`config.mk`:
```
export PLATFORM = sky130hd
export DESIGN_NAME = multi_dice
export DESIGN_NICKNAME = d
export VERILOG_FILES = /design/src/rtl/multi_dice.sv
export SDC_FILE = /design/constraint.sdc
export NUM_CORES = 1
export LEC_CHECK = 0
export BUFFER_PORTS_ARGS = -buffer_cell sky130_fd_sc_hd__buf_2
export CORE_MARGIN = 4
export CORE_UTILIZATION = 40
export DETAILED_ROUTE_END_ITERATION = 6
export GPL_TIMING_DRIVEN = 0
export SLEW_MARGIN = 20
export SYNTH_ARGS = -nofsm -noshare
export SYNTH_HDL_FRONTEND = slang
export SYNTH_SLANG_ARGS = --single-unit
export TNS_END_PERCENT = 10
```
`constraint.sdc`:
```
create_clock -name clk -period 1.64 [get_ports clk]
set_clock_uncertainty 0.15 [all_clocks]
set_input_delay 0.328 -clock clk [delete_from_list [all_inputs] [get_ports clk]]
set_output_delay 0.328 -clock clk [all_outputs]
set_load 0.1 [all_outputs]
```
`src/rtl/multi_dice.sv`:
```
// Parametrised multi-die electronic dice: DICE dice of FACES faces advance as an
// odometer while button is held, freeze on release and report a settled total.
module multi_dice #(
  parameter  int FACES  = 6,
  parameter  int DICE   = 2,
  parameter  int SETTLE = 4,
  localparam int W      = $clog2(FACES + 1),
  localparam int SW     = $clog2(DICE * FACES + 1)
) (
  input  logic              clk,
  input  logic              rst,
  input  logic              button,
  input  logic [DICE-1:0]   hold,
  output logic [DICE*W-1:0] throw,
  output logic [SW-1:0]     sum,
  output logic              stable,
  output logic              roll_done
);

  localparam int CW = $clog2(SETTLE + 1);
  localparam logic [W-1:0]  FACE_MAX   = W'(FACES);
  localparam logic [CW-1:0] SETTLE_MAX = CW'(SETTLE);

  typedef enum logic {
    PH_INIT,
    PH_RUN
  } phase_t;

  phase_t phase_q, phase_d;

  logic [DICE-1:0][W-1:0] die_q, die_d;
  logic [SW-1:0]          sum_q, sum_d;
  logic [CW-1:0]          cnt_q, cnt_d;
  logic                   stable_q, stable_d;
  logic                   done_q;
  logic                   carry;

  // The first edge after reset is the init step; every later edge is a run step.
  always_comb begin
    phase_d = phase_q;
    case (phase_q)
      PH_INIT: phase_d = PH_RUN;
      PH_RUN:  phase_d = PH_RUN;
      default: phase_d = PH_INIT;
    endcase
  end

  // Odometer: carry ripples upward, skipping held dice so they neither block
  // nor generate a carry.
  always_comb begin
    // NOTE: every variable gets a default before any branch, so no latch is inferred.
    die_d = die_q;
    carry = 1'b1;
    for (int k = 0; k < DICE; k++) begin
      if (!hold[k]) begin
        if (carry) begin
          die_d[k] = (die_q[k] == FACE_MAX) ? W'(1) : die_q[k] + W'(1);
        end
        // NOTE: blocking assignment here so the carry seen by die k+1 is the
        // value just updated for die k within this same evaluation.
        carry = carry & (die_q[k] == FACE_MAX);
      end
    end
  end

  // Total of the values present before the edge; registered, so it lags throw.
  always_comb begin
    sum_d = '0;
    for (int k = 0; k < DICE; k++) begin
      sum_d = sum_d + SW'(die_q[k]);
    end
  end

  always_comb begin
    cnt_d = cnt_q;
    if (button) begin
      cnt_d = '0;
    end else if (cnt_q != SETTLE_MAX) begin
      cnt_d = cnt_q + CW'(1);
    end
    stable_d = (cnt_d == SETTLE_MAX);
  end

  always_ff @(posedge clk) begin
    // NOTE: non-blocking assignments for all state so every register samples
    // pre-edge values regardless of statement order.
    if (rst) begin
      phase_q  <= PH_INIT;
      die_q    <= '0;
      sum_q    <= '0;
      cnt_q    <= '0;
      stable_q <= 1'b0;
      done_q   <= 1'b0;
    end else begin
      phase_q <= phase_d;
      sum_q   <= sum_d;
      if (phase_q == PH_INIT) begin
        for (int k = 0; k < DICE; k++) begin
          die_q[k] <= W'(1);
        end
        cnt_q    <= '0;
        stable_q <= 1'b0;
        done_q   <= 1'b0;
      end else begin
        if (button) begin
          die_q <= die_d;
        end
        cnt_q    <= cnt_d;
        stable_q <= stable_d;
        done_q   <= stable_d & ~stable_q;
      end
    end
  end

  assign throw     = die_q;
  assign sum       = sum_q;
  assign stable    = stable_q;
  assign roll_done = done_q;

endmodule

```
---- Word level (Yosys, flattened, before mapping) ----
Cells that the tools add are included.
Widths: inputs -> output; s select.
word-level totals
  word-level logic and storage cells ...... 42
  bits in registers ....................... 16
  output and inout bits ................... 12
  bits of input ports ..................... 5
cells by class
  reduce and logical (&&, ||, !) cells .... 5
  $add $sub $neg .......................... 4
  eq/ne operators ......................... 8
  multiplexer cells ....................... 11
  bitwise logic cells ..................... 5
operators by type and width
  kind                 count
  $mux 3               5
  $add 3x1->3 const B  3
  $eq 3x3->1 const B   3
  $mux 4               2
  $ne 2x2->1 const B   3
  $reduce_and 3->1     2
  $add 3x3->4          1
  $mux 1               4
  $not 1->1            4
  $reduce_and 2->1     2
  $ne 3x3->1 const B   1
  $ne 2x1->1 const B   1
  $reduce_or 2->1      1
  $and 1x1->1          1

---- Longest topological paths before layout ----
  depth after elaboration ................. 6
  depth in mapped cells ................... 5
  mapped depth without buffers ............ 5

---- Worst setup path after synthesis ----
Ideal clock, no wire load.
  kind .................................... register to register
  from .................................... reg die_q (netlist bit throw[0])
  to ...................................... reg sum_q[2], in the netlist sum[2]
  clock period less this slack ............ 2.197 ns
  path slack .............................. -0.557 ns
  setup time .............................. 0.114 ns
  path buffers ............................ 0
  required time ........................... 1.376 ns
  data arrival time ....................... 1.932 ns
  stages on the path, launching flop included .. 6
  cells stage by stage .................... dfxtp_1 ha_1 inv_1 fa_1 xor2_1 nor2_1
between the ends
  word-level cells in the longest chain between the ends .. 1
ends and longest elaborated chain
  element                   line  text
  start: declaration        31    logic [DICE-1:0][W-1:0] die_q, die_d;
  start signal: assignment  106   die_q <= die_d;
  $add 3x3->4               70    sum_d = sum_d + SW'(die_q[k]);
  end signal: assignment    96    sum_q <= sum_d;
  end: declaration          32    logic [SW-1:0] sum_q, sum_d;
No other way between the ends.
A chain may end at the register's enable or synchronous reset.

---- Worst setup path in the final report ----
  from .................................... reg die_q (netlist bit throw[5])
  to ...................................... out throw[5]
RTL lines
  element           line  text
  end: declaration  14    output logic [DICE*W-1:0] throw,
No word-level cell between the ends.

==> flow_summary_export.csv <==
group,metric,value,unit
route,wl_per_cell,11.5,µm
clock_network,cts_num_sinks,16,
sta,finalWorstSetupSlack,0.0896,ns
route,drtIter0Drc,6,
route,ant_nets,0,
global_route,grt_pass1_wl,2.45,mm
worst_setup_path,cp_max_fo,5,
sta,drv_slew,0,
yosys,yosysWarningCount,0,
sta,setup_viol,0,
worst_setup_path,reg2reg_from,"throw[0]",
sta,tightest_slew,0.486,ns
clock_network,cts_tree,"built",
sta,timing.hold.ws,0.143,ns
route,firstDrtPassIters,2,
worst_setup_path,crit_type,"reg -> out",
outcome,status,"completed",
clock_network,cts-root-buf,"clkbuf_4",
place,hpwl,1.07,mm
global_route,grt_pass1_vias,565,
worst_setup_path,start_kind,"register",
place,io_buffers,16,
cells_and_area,utilization,52.2,%
worst_setup_path,cp.depth,1,
global_route,grt_max_degree,10,
place,place_area,872,µm²
worst_setup_path,crit_arrival,1.07,ns
pwr,powerDensity,881,mW/mm²
route,via_count,608,
worst_setup_path,crit_path_end_kind,"primary output",
cells_and_area,n_antenna_cell,0,
cells_and_area,design_area,921,µm²
worst_hold_path,hold_start,"button",
cells_and_area,layout-drive-gt1-share,28.3,%
pwr,p_leak,0.440,nW
floorplan,die_h,51.4,µm
route,drc,0,
yosys,synth.top_cell.area_share,42.5,%
worst_setup_path,crit_path_start,"throw[5]",
worst_setup_path,path_delay_family,"flip-flops",
sta,max-slew-margin-rel,67.8,%
yosys,synth_area_leaders,"dfxtp_1 42%, ha_1 8.3%, inv_1 5.0%",
place,dpl_worst_slack,0.173,ns
sta,tns,0,ns
floorplan,rows,15,
worst_setup_path,worstPathCellList,"clkbuf_4",
clock_network,htreeDepth,1,
floorplan,die_w,51.4,µm
global_route,grt.overflow.total,0,
yosys,synth_top_cell_by_area,"dfxtp_1",
yosys,synth_seq_cells,16,
floorplan,coreArea,0.00176,mm²
route,viasPerCell,4.90,
worst_setup_path,max_stage_delay,0.42,ns
place,place_congestion,0.770,
floorplan,pin_count,17,
worst_setup_path,crit_buf_inv,1,
clock_network,cts_setup_buffers,0,
yosys,postSynthCellCount,79,
global_route,grt_antenna_before_repair,0,
worst_hold_path,hold_path.class,"in -> reg",
worst_setup_path,r2r_cells,5,
yosys,avgSynthCellArea,9.55,µm²
yosys,syn_nets,90,
clock_network,clkSlewWorstSetupHoldPaths,0.09,ns
cells_and_area,fin_nets,111,
worst_setup_path,cp_slowest_cell,"dfxtp_1",
pwr,ir_drop,0.459,mV
sta,period_share,94.5,%
clock_network,clk_latency,0.28,ns
floorplan,die_area,0.00265,mm²
yosys,ys_seq_area_share,42.5,%
sta,fmax,0.645,GHz
floorplan,start_util,42.8,%
sta,hold_viol_final,0,
clock_network,numCtsBuffers,3,
worst_setup_path,critPathRequiredTime,1.16,ns
global_route,grt_usage,12.3,%
yosys,ys_types,28,
flow_run,maxCapViolCount,0,
yosys,syn_area,754,µm²
cells_and_area,syn2layout_area_growth,22.1,%
worst_hold_path,hold_depth,2,
route,drt_wl_total,1.42,mm
sta,period_minus_slack,1.55,ns
clock_network,ctsHoldBuffers,0,
clock_network,clockBufferDepth,2,
sta,grt_setup_unrepaired,"false",
## metal layers
layer / part of all wire [%] / up-vias / track usage [%]
li1: - / 317 / -
met5: 0 / - / 0
met2: 41 / 11 / 17.2
met1: 54 / 278 / 17.2
met3: 4.5 / 2 / 2.92
met4: 0.91 / 0 / 6.55
## worst paths after layout
kind,endpoint,slack (ns)
worst max-delay path,throw[5],0.09
worst max register to register,sum[2],0.17
worst min register to register,roll_done,0.27
worst min-delay path,cnt_q[0],0.14
## kinds of logic after synthesis
group,count (synthesis),synth area share (%)
mux,2,2.65
flops,16,42.5
compound gates,14,13.1
simple gates,28,22.4
xor+xnor,3,3.48
buf+inv,10,4.98
fa+ha+maj,6,10.9
## final cells by class
class	count	area [µm²]
clock buffer	4	36.3
fill	183	843
inverter	10	37.5
multi-input combinational	53	397
sequential	16	327
tap	25	31.3
timing repair buffer	16	92.6
## cell usage in the layout, fill, tap and decap left out
cell / Yosys / routed
clkbuf_8: 0 / 1
fa_1: 1 / 1
a21oi_1: 5 / 5
a311oi_1: 1 / 1
dfxtp_1: 16 / 11
mux2i_1: 2 / 2
nand2_1: 5 / 5
a21o_1: 1 / 1
a211oi_1: 2 / 2
and2b_2: 1 / 1
nand3_1: 3 / 3
ha_1: 5 / 5
inv_1: 10 / 10
dfxtp_2: 0 / 5
o311a_1: 1 / 1
buf_2: 0 / 11
nor4bb_1: 1 / 1
o2111ai_1: 1 / 1
clkbuf_4: 0 / 8
and2_4: 1 / 1
and2b_1: 1 / 1
o32ai_1: 1 / 1
nand3b_4: 1 / 1
nand3b_1: 2 / 2
xor2_1: 1 / 1
nand4b_1: 1 / 1
nand2b_1: 1 / 1
nor2_1: 6 / 6
nor3_1: 3 / 3
nor2b_1: 2 / 2
xnor2_1: 2 / 2
o31ai_1: 2 / 2
## metrics by stage
stage	total power, mW	std cells
after floorplan	0.532	79
after global placement	0.559	120
after detailed placement	0.561	120
after CTS	0.819	124
after global routing	0.852	124
final	0.811	124
## synth_stat cells
library cell / n
dfxtp_1: 16
inv_1: 10
nor2_1: 6
a21oi_1: 5
ha_1: 5
nand2_1: 5
nand3_1: 3
nor3_1: 3
a211oi_1: 2
mux2i_1: 2
nand3b_1: 2
nor2b_1: 2
o31ai_1: 2
xnor2_1: 2
a21o_1: 1
a311oi_1: 1
and2_4: 1
and2b_1: 1
and2b_2: 1
fa_1: 1
nand2b_1: 1
nand3b_4: 1
nand4b_1: 1
nor4bb_1: 1
o2111ai_1: 1
o311a_1: 1
o32ai_1: 1
xor2_1: 1
## registers in the layout (all words and copies together), names as in the netlist
name,cells
cnt_q,3
phase_q,1
roll_done,1
stable,1
sum,4
throw,6
## report_power, final
| group | leakage, nW | switching (mW) | internal (mW) |
|---|---|---|---|
| registers | 0.132 | 0.0141 | 0.401 |
| clock network | 0.0210 | 0.121 | 0.135 |
| logic | 0.287 | 0.103 | 0.0365 |
## timing repair
item                                    CTS  global route
hold endpoints to repair                  0             0
gates resized for setup                   0             5
endpoints found under the setup margin    0             5
(Power assumes the default switching activity.)
